==> config.mk <==
export PLATFORM = sky130hd
export DESIGN_NAME = sram_64x16_client_flat
export DESIGN_NICKNAME = d
export VERILOG_FILES = /design/src/rtl/sram_64x16_client_pkg.sv /design/src/rtl/sram_64x16_client_if.sv /design/src/rtl/sram_64x16_client_rsp_fifo.sv /design/src/rtl/sram_64x16_client.sv /design/src/flat_wrapper.sv
export SDC_FILE = /design/constraint.sdc
export NUM_CORES = 1
export LEC_CHECK = 0
export BUFFER_PORTS_ARGS = -buffer_cell sky130_fd_sc_hd__buf_4
export CORE_ASPECT_RATIO = 1.4
export CORE_MARGIN = 8
export CORE_UTILIZATION = 47
export CTS_CLUSTER_DIAMETER = 40
export CTS_CLUSTER_SIZE = 30
export DETAILED_ROUTE_END_ITERATION = 8
export PLACE_DENSITY_LB_ADDON = 0.08
export SLEW_MARGIN = 20
export SYNTH_ARGS = -nofsm -noshare
export SYNTH_HDL_FRONTEND = slang
export SYNTH_SLANG_ARGS = --single-unit
==> constraint.sdc <==
create_clock -name CLK -period 1.9 [get_ports CLK]
set_input_delay 0.19 -clock CLK [delete_from_list [all_inputs] [get_ports CLK]]
set_output_delay 0.19 -clock CLK [all_outputs]
set_load 0.01 [all_outputs]
==> src/rtl/sram_64x16_client_pkg.sv <==
// Shared types and sizes for the 64x16 SRAM request-side client.
package sram_client_pkg;
    localparam int ADDR_W    = 6;
    localparam int RSP_DEPTH = 4;
    localparam int PTR_W     = 2;
    localparam int CNT_W     = 3;

    typedef enum logic {
        INIT = 1'b0,
        RUN  = 1'b1
    } state_t;
endpackage

==> src/rtl/sram_64x16_client_if.sv <==
// Request/response stream bundle between a pipeline stage (master) and the SRAM client (slave).
interface sram_64x16_client_if #(
    parameter int WIDTH = 16
);
    import sram_client_pkg::*;

    logic              req_valid;
    logic              req_ready;
    logic              req_write;
    logic [ADDR_W-1:0] req_addr;
    logic [WIDTH-1:0]  req_wdata;
    logic              rsp_valid;
    logic              rsp_ready;
    logic [WIDTH-1:0]  rsp_data;

    modport master (
        output req_valid, req_write, req_addr, req_wdata, rsp_ready,
        input  req_ready, rsp_valid, rsp_data
    );

    modport slave (
        input  req_valid, req_write, req_addr, req_wdata, rsp_ready,
        output req_ready, rsp_valid, rsp_data
    );
endinterface

==> src/rtl/sram_64x16_client_rsp_fifo.sv <==
// Four-entry response FIFO; the head entry is presented combinationally and held until popped.
module sram_rsp_fifo
    import sram_client_pkg::*;
#(
    parameter int WIDTH = 16
) (
    input  logic             clk,
    input  logic             srst,
    input  logic             push,
    input  logic [WIDTH-1:0] push_data,
    input  logic             pop,
    output logic [WIDTH-1:0] head,
    output logic [CNT_W-1:0] count
);
    logic [PTR_W-1:0] wr_ptr_reg, wr_ptr_next;
    logic [PTR_W-1:0] rd_ptr_reg, rd_ptr_next;
    logic [CNT_W-1:0] count_reg, count_next;
    logic [RSP_DEPTH-1:0][WIDTH-1:0] entries;

    genvar gi;
    generate
        for (gi = 0; gi < RSP_DEPTH; gi++) begin : g_entry
            logic [WIDTH-1:0] data_reg;
            always_ff @(posedge clk) begin
                if (push && (wr_ptr_reg == PTR_W'(gi))) begin
                    data_reg <= push_data;
                end
            end
            assign entries[gi] = data_reg;
        end
    endgenerate

    // Pointers are exactly PTR_W bits wide so they wrap modulo the depth for free.
    always_comb begin
        wr_ptr_next = wr_ptr_reg + PTR_W'(push);
        rd_ptr_next = rd_ptr_reg + PTR_W'(pop);
        count_next  = count_reg;
        if (push && !pop) begin
            count_next = count_reg + CNT_W'(1);
        end else if (!push && pop) begin
            count_next = count_reg - CNT_W'(1);
        end
    end

    always_ff @(posedge clk) begin
        if (srst) begin
            wr_ptr_reg <= '0;
            rd_ptr_reg <= '0;
            count_reg  <= '0;
        end else begin
            wr_ptr_reg <= wr_ptr_next;
            rd_ptr_reg <= rd_ptr_next;
            count_reg  <= count_next;
        end
    end

    assign head  = entries[rd_ptr_reg];
    assign count = count_reg;
endmodule

==> src/rtl/sram_64x16_client.sv <==
// Request-side controller for a 64x16 registered-read SRAM: zero-fills after reset,
// then forwards requests and returns read data through a credit-limited response FIFO.
module sram_64x16_client
    import sram_client_pkg::*;
#(
    parameter int WIDTH = 16,
    parameter int DEPTH = 64
) (
    input  logic                CLK,
    input  logic                RST,
    sram_64x16_client_if.slave  bus,
    output logic                init_done,
    output logic [ADDR_W-1:0]   A,
    output logic [WIDTH-1:0]    DI,
    output logic                ENABLE,
    output logic                WE,
    input  logic [WIDTH-1:0]    DO
);
    localparam logic [ADDR_W-1:0] LAST_ADDR    = ADDR_W'(DEPTH - 1);
    localparam logic [CNT_W:0]    CREDIT_LIMIT = (CNT_W + 1)'(RSP_DEPTH);

    state_t            state_reg, state_next;
    logic [ADDR_W-1:0] cnt_reg, cnt_next;
    logic              inflight_reg, inflight_next;
    logic [CNT_W-1:0]  fifo_count;
    logic [CNT_W:0]    outstanding;
    logic              credit_ok;
    logic              req_ready;
    logic              read_accept;
    logic              pop;
    logic [WIDTH-1:0]  head;

    // Credit counts both queued responses and the read whose DO arrives next cycle,
    // so a push can never find the FIFO full.
    assign outstanding = {1'b0, fifo_count} + {{CNT_W{1'b0}}, inflight_reg};
    assign credit_ok   = (outstanding < CREDIT_LIMIT);
    assign read_accept = bus.req_valid & req_ready & ~bus.req_write;

    always_comb begin
        state_next    = state_reg;
        cnt_next      = cnt_reg;
        inflight_next = read_accept;
        init_done     = 1'b0;
        req_ready     = 1'b0;
        ENABLE        = 1'b0;
        WE            = 1'b0;
        A             = bus.req_addr;
        DI            = bus.req_wdata;
        case (state_reg)
            INIT: begin
                ENABLE   = 1'b1;
                WE       = 1'b1;
                A        = cnt_reg;
                DI       = '0;
                cnt_next = cnt_reg + ADDR_W'(1);
                if (cnt_reg == LAST_ADDR) begin
                    state_next = RUN;
                    cnt_next   = '0;
                end
            end
            RUN: begin
                init_done = 1'b1;
                req_ready = credit_ok;
                ENABLE    = bus.req_valid & credit_ok;
                WE        = bus.req_write;
            end
            default: begin
                state_next = INIT;
            end
        endcase
    end

    always_ff @(posedge CLK) begin
        if (RST) begin
            state_reg    <= INIT;
            cnt_reg      <= '0;
            inflight_reg <= 1'b0;
        end else begin
            state_reg    <= state_next;
            cnt_reg      <= cnt_next;
            inflight_reg <= inflight_next;
        end
    end

    assign pop = bus.rsp_valid & bus.rsp_ready;

    sram_rsp_fifo #(
        .WIDTH (WIDTH)
    ) u_rsp_fifo (
        .clk       (CLK),
        .srst      (RST),
        .push      (inflight_reg),
        .push_data (DO),
        .pop       (pop),
        .head      (head),
        .count     (fifo_count)
    );

    assign bus.req_ready = req_ready;
    assign bus.rsp_valid = (fifo_count != '0);
    assign bus.rsp_data  = head;
endmodule

==> src/flat_wrapper.sv <==
// flat-port wrapper written by rule: the top's interface ports become plain ports
module sram_64x16_client_flat import sram_client_pkg::*;
#(
    parameter int WIDTH = 16,
    parameter int DEPTH = 64
)
  (CLK, RST, init_done, A, DI, ENABLE, WE, DO, bus_req_valid, bus_req_write, bus_req_addr, bus_req_wdata, bus_rsp_ready, bus_req_ready, bus_rsp_valid, bus_rsp_data);
  sram_64x16_client_if #(.WIDTH(WIDTH)) bus_i ();
  input  logic CLK;
  input  logic RST;
  output logic init_done;
  output logic [ADDR_W-1:0] A;
  output logic [WIDTH-1:0] DI;
  output logic ENABLE;
  output logic WE;
  input  logic [WIDTH-1:0] DO;
  input wire logic [$bits(bus_i.req_valid)-1:0] bus_req_valid;
  input wire logic [$bits(bus_i.req_write)-1:0] bus_req_write;
  input wire logic [$bits(bus_i.req_addr)-1:0] bus_req_addr;
  input wire logic [$bits(bus_i.req_wdata)-1:0] bus_req_wdata;
  input wire logic [$bits(bus_i.rsp_ready)-1:0] bus_rsp_ready;
  output wire logic [$bits(bus_i.req_ready)-1:0] bus_req_ready;
  output wire logic [$bits(bus_i.rsp_valid)-1:0] bus_rsp_valid;
  output wire logic [$bits(bus_i.rsp_data)-1:0] bus_rsp_data;
  assign bus_i.req_valid = bus_req_valid;
  assign bus_i.req_write = bus_req_write;
  assign bus_i.req_addr = bus_req_addr;
  assign bus_i.req_wdata = bus_req_wdata;
  assign bus_i.rsp_ready = bus_rsp_ready;
  assign bus_req_ready = bus_i.req_ready;
  assign bus_rsp_valid = bus_i.rsp_valid;
  assign bus_rsp_data = bus_i.rsp_data;
  sram_64x16_client #(.WIDTH(WIDTH), .DEPTH(DEPTH)) u_core (.CLK(CLK), .RST(RST), .bus(bus_i), .init_done(init_done), .A(A), .DI(DI), .ENABLE(ENABLE), .WE(WE), .DO(DO));
endmodule
==> impl_metrics.py <==
metrics = {
    "status": {
        "status": "finished with violations",
        "violations": "setup timing",
    },
    "timing": {
        "fin_crit_sh_pct": 102,
        "min_period_ps": 1930,
        "fin_skew_ps": 8.03,
        "fmax_mhz": 517,
        "slew_viol_final": 0,
        "final-setup-viol-count": 1,
        "finalHoldWorstSlack_ps": 37.3,
        "worst_pin_slew_ps": 361,
        "slew-limit-headroom_pct": 75.9,
        "finalWorstSetupSlack_ps": -33.7,
        "hold_viol_final": 0,
        "rsz0062_at_grt": "true",
    },
    "global_route": {
        "antenna_found_initial": 0,
        "grt_pass1_vias": 2196,
        "grt_usage_pct": 14.0,
        "grt_first_pass_wirelength_um": 10600,
        "grt_overflow": 0,
        "grt_max_degree": 19,
    },
    "synthesis": {
        "synth_cell_type_count": 34,
        "synth_top_area_share_pct": 60.2,
        "synth_area_um2": 3190,
        "yosys-top-cells-area": "edfxtp_1 (60%), mux4_2 (11%), dfxtp_1 (9.4%), and2_1 (3.1%), ha_1 (1.6%)",
        "syn-mean-instance-area_um2": 16.9,
        "yosys.area.top_type": "edfxtp_1",
        "ys_ff_latch": 79,
        "ys_warn_count": 0,
        "synth_fp_nets": 237,
        "ys_seq_area_share_pct": 69.6,
        "netlist_instances": 189,
    },
    "final_layout": {
        "multi_input_comb_area_um2": 956,
        "fill_cells": 498,
        "area_growth_pct": 33.5,
        "fin_cells": 372,
        "diodes": 0,
        "largest_reg_flops": 64,
        "regArea_um2": 2220,
        "final_nets": 341,
        "drive_gt1_share_pct": 48.7,
    },
    "min_path": {
        "hold_class": "primary input to flop",
        "hold_depth": 1,
        "hold_start": "DO[1]",
        "whs_endpoint": "u_core.u_rsp_fifo.g_entry[3].data_reg[1]$_DFFE_PP_",
    },
    "power": {
        "power.switching_uw": 928,
        "cellLeakagePower_uw": 0.00164,
        "ir_worst_vdd_uv": 587,
        "switching_share_pct": 23.8,
        "clock_power_share_pct": 31.0,
        "power_uw": 3890,
        "p_int_uw": 2970,
        "cellPowerDensity_nw_per_um2": 914,
        "p_comb_share_pct": 19.3,
        "seqPwrFrac_pct": 49.7,
    },
    "placement": {
        "dp.cells": 356,
        "dp_hpwl_um": 4730,
        "gp_congestion": 0.763,
        "port_buffers": 85,
    },
    "detailed_routing": {
        "dr.pass1.iters": 4,
        "routed_via_density": 5.21,
        "wirelength_um": 6360,
        "initialDrtViolationCount": 109,
        "wire_per_inst_um": 17.1,
        "vias": 1937,
        "drc": 0,
        "antenna_left": 0,
    },
    "clock_network": {
        "cts_tree": "yes",
        "clock_path_buffers": 2,
        "post-cts-setup-buffer-count": 0,
        "clk_pin_slew_ps": 90,
        "cts_sinks": 79,
        "cts_max_level": 3,
        "clkLatencyLatePin_ps": 340,
        "clock-root-buffer": "clkbuf_8",
        "numCtsBuffers": 9,
    },
    "floorplanning": {
        "ios": 86,
        "die_area_um2": 9720,
        "fp.dieW_um": 85.6,
        "core_um2": 6570,
        "start_util_pct": 48.6,
        "die_h_um": 114,
        "rows": 35,
    },
    "worst_setup_path": {
        "cp.arrival_ps": 2210,
        "critPathMaxFanout": 2,
        "reg2reg_slack_ps": -30,
        "endpoint_kind": "flop",
        "start_kind": "flop",
        "reg2reg_depth": 8,
        "reg2reg_from": "u_core.u_rsp_fifo.count[1]$_SDFFE_PP0P_",
        "reg2reg_to": "u_core.u_rsp_fifo.count[2]$_SDFFE_PP0P_",
        "worstPathRequired_ps": 2180,
        "critPathKind": "flop to flop",
    },
    "flow_run": {
        "max_cap_viol_count": 0,
    },
}
through the flow:
step	cell area [um2]	utilization, %	setup WS, ps	setup TNS (ps)
3_3_place_gp	4040	61.4	-107	-107
2_1_floorplan	3200	-	-153	-153
3_5_place_dp	4040	61.4	-140	-140
4_1_cts	4260	64.8	-31.3	-31.3
5_1_grt	4260	64.9	-110	-110
6_report	4260	64.9	-33.7	-33.7
cell families after synthesis:
group / Yosys count / share of synthesized area [%]
adders and majority gates: 5 / 2.20
AOI/OAI and AO/OA: 11 / 1.96
buffers and inverters: 10 / 1.65
and+or+nand+nor: 57 / 9.88
xor gates and xnor gates: 5 / 1.37
DFF: 79 / 69.6
muxes: 22 / 13.3
final cells by class:
cell class / count / area share [%]
repair buffers: 101 / 18.4
clock buffers: 10 / 3.00
inverters: 2 / 0.176
well taps: 74 / 2.17
clock inverters: 6 / 1.62
flip-flops and latches: 79 / 52.2
multi-input cells: 100 / 22.4
layer usage:
metal | vias up | wire (um) | GRT usage (%)
met5 | - | 0 | 0
met4 | 0 | 96 | 4.34
met3 | 12 | 386 | 5.04
met2 | 69 | 3390 | 24.5
met1 | 927 | 2490 | 15.3
li1 | 929 | - | -
worst max-delay path, cell delays in order (launching register included):
cell	delay, ps
dfxtp_1	310
or3_4	400
nand2_4	80
ha_4	120
inv_1	50
fa_2	330
xor2_1	150
or3_1	320
a21oi_2	120
synth_stat cells:
cell type   n
nand2b_1    3
buf_4       1
inv_1       2
clkbuf_1    3
mux2_2      4
edfxtp_1   64
nor3_1      1
mux2i_1     2
and3_1      1
nor2_1      8
or4_1       1
buf_2       3
and4_1      1
ha_1        4
nand2_1    13
and2_1     16
or3_1       4
nor2b_1     2
nand3_1     1
a211o_1     1
and3b_1     2
fa_1        1
mux4_2     16
xor2_1      2
a31oi_1     1
o21ai_0     2
xnor2_1     3
dfxtp_1    15
o31ai_1     1
a21oi_1     6
buf_6       1
nor3b_1     1
nand3b_1    2
and2b_1     1
worst max path at each step:
stage / cells after the start / slack (ps) / end / start
3_5_place_dp: 8 / -140 / u_core.u_rsp_fifo.count[2]$_SDFFE_PP0P_ / u_core.u_rsp_fifo.count[0]$_SDFFE_PP0P_
5_1_grt: 8 / -110 / u_core.u_rsp_fifo.count[2]$_SDFFE_PP0P_ / u_core.u_rsp_fifo.count[1]$_SDFFE_PP0P_
2_1_floorplan: 8 / -150 / u_core.u_rsp_fifo.count[2]$_SDFFE_PP0P_ / u_core.u_rsp_fifo.count[0]$_SDFFE_PP0P_
3_3_place_gp: 8 / -110 / u_core.u_rsp_fifo.count[2]$_SDFFE_PP0P_ / u_core.u_rsp_fifo.count[0]$_SDFFE_PP0P_
6_report: 8 / -30 / u_core.u_rsp_fifo.count[2]$_SDFFE_PP0P_ / u_core.u_rsp_fifo.count[1]$_SDFFE_PP0P_
4_1_cts: 8 / -30 / u_core.u_rsp_fifo.count[2]$_SDFFE_PP0P_ / u_core.u_rsp_fifo.count[1]$_SDFFE_PP0P_
power groups by stage:
stage,Sequential (uW),Clock (uW),Combinational [uW]
3_3_place_gp,1970,0,716
2_1_floorplan,1980,0,371
4_1_cts,1940,1240,762
3_5_place_dp,1970,0,724
5_1_grt,1940,1330,824
6_report,1940,1210,750
what timing repair did:
| action | 4_1_cts | 5_1_grt |
|---|---|---|
| pin swaps | 3 | 0 |
| hold buffers | 0 | 0 |
| endpoints found under the hold margin | 0 | 0 |
| endpoints found under the setup margin | 1 | 16 |
| gates resized for setup | 6 | 2 |
placed cells by master (no fill, tap or decap), types with 2 or more instances in the layout:
cell and n:
o21ai_0 2, mux2_2 4, nand3b_1 2, nor2_1 7
mux4_2 16, or3_1 3, dfxtp_2 2, xnor2_1 3
buf_4 99, clkinvlp_4 4, and3b_1 2, nor2b_1 2
nand2b_1 3, mux2i_1 2, ha_1 3, xor2_1 2
a21oi_1 5, dfxtp_1 13, clkbuf_8 9, nand2_1 12
and2_1 16, inv_1 2, buf_12 2, edfxtp_1 64
No activity file was read; power rests on OpenSTA's default activity.
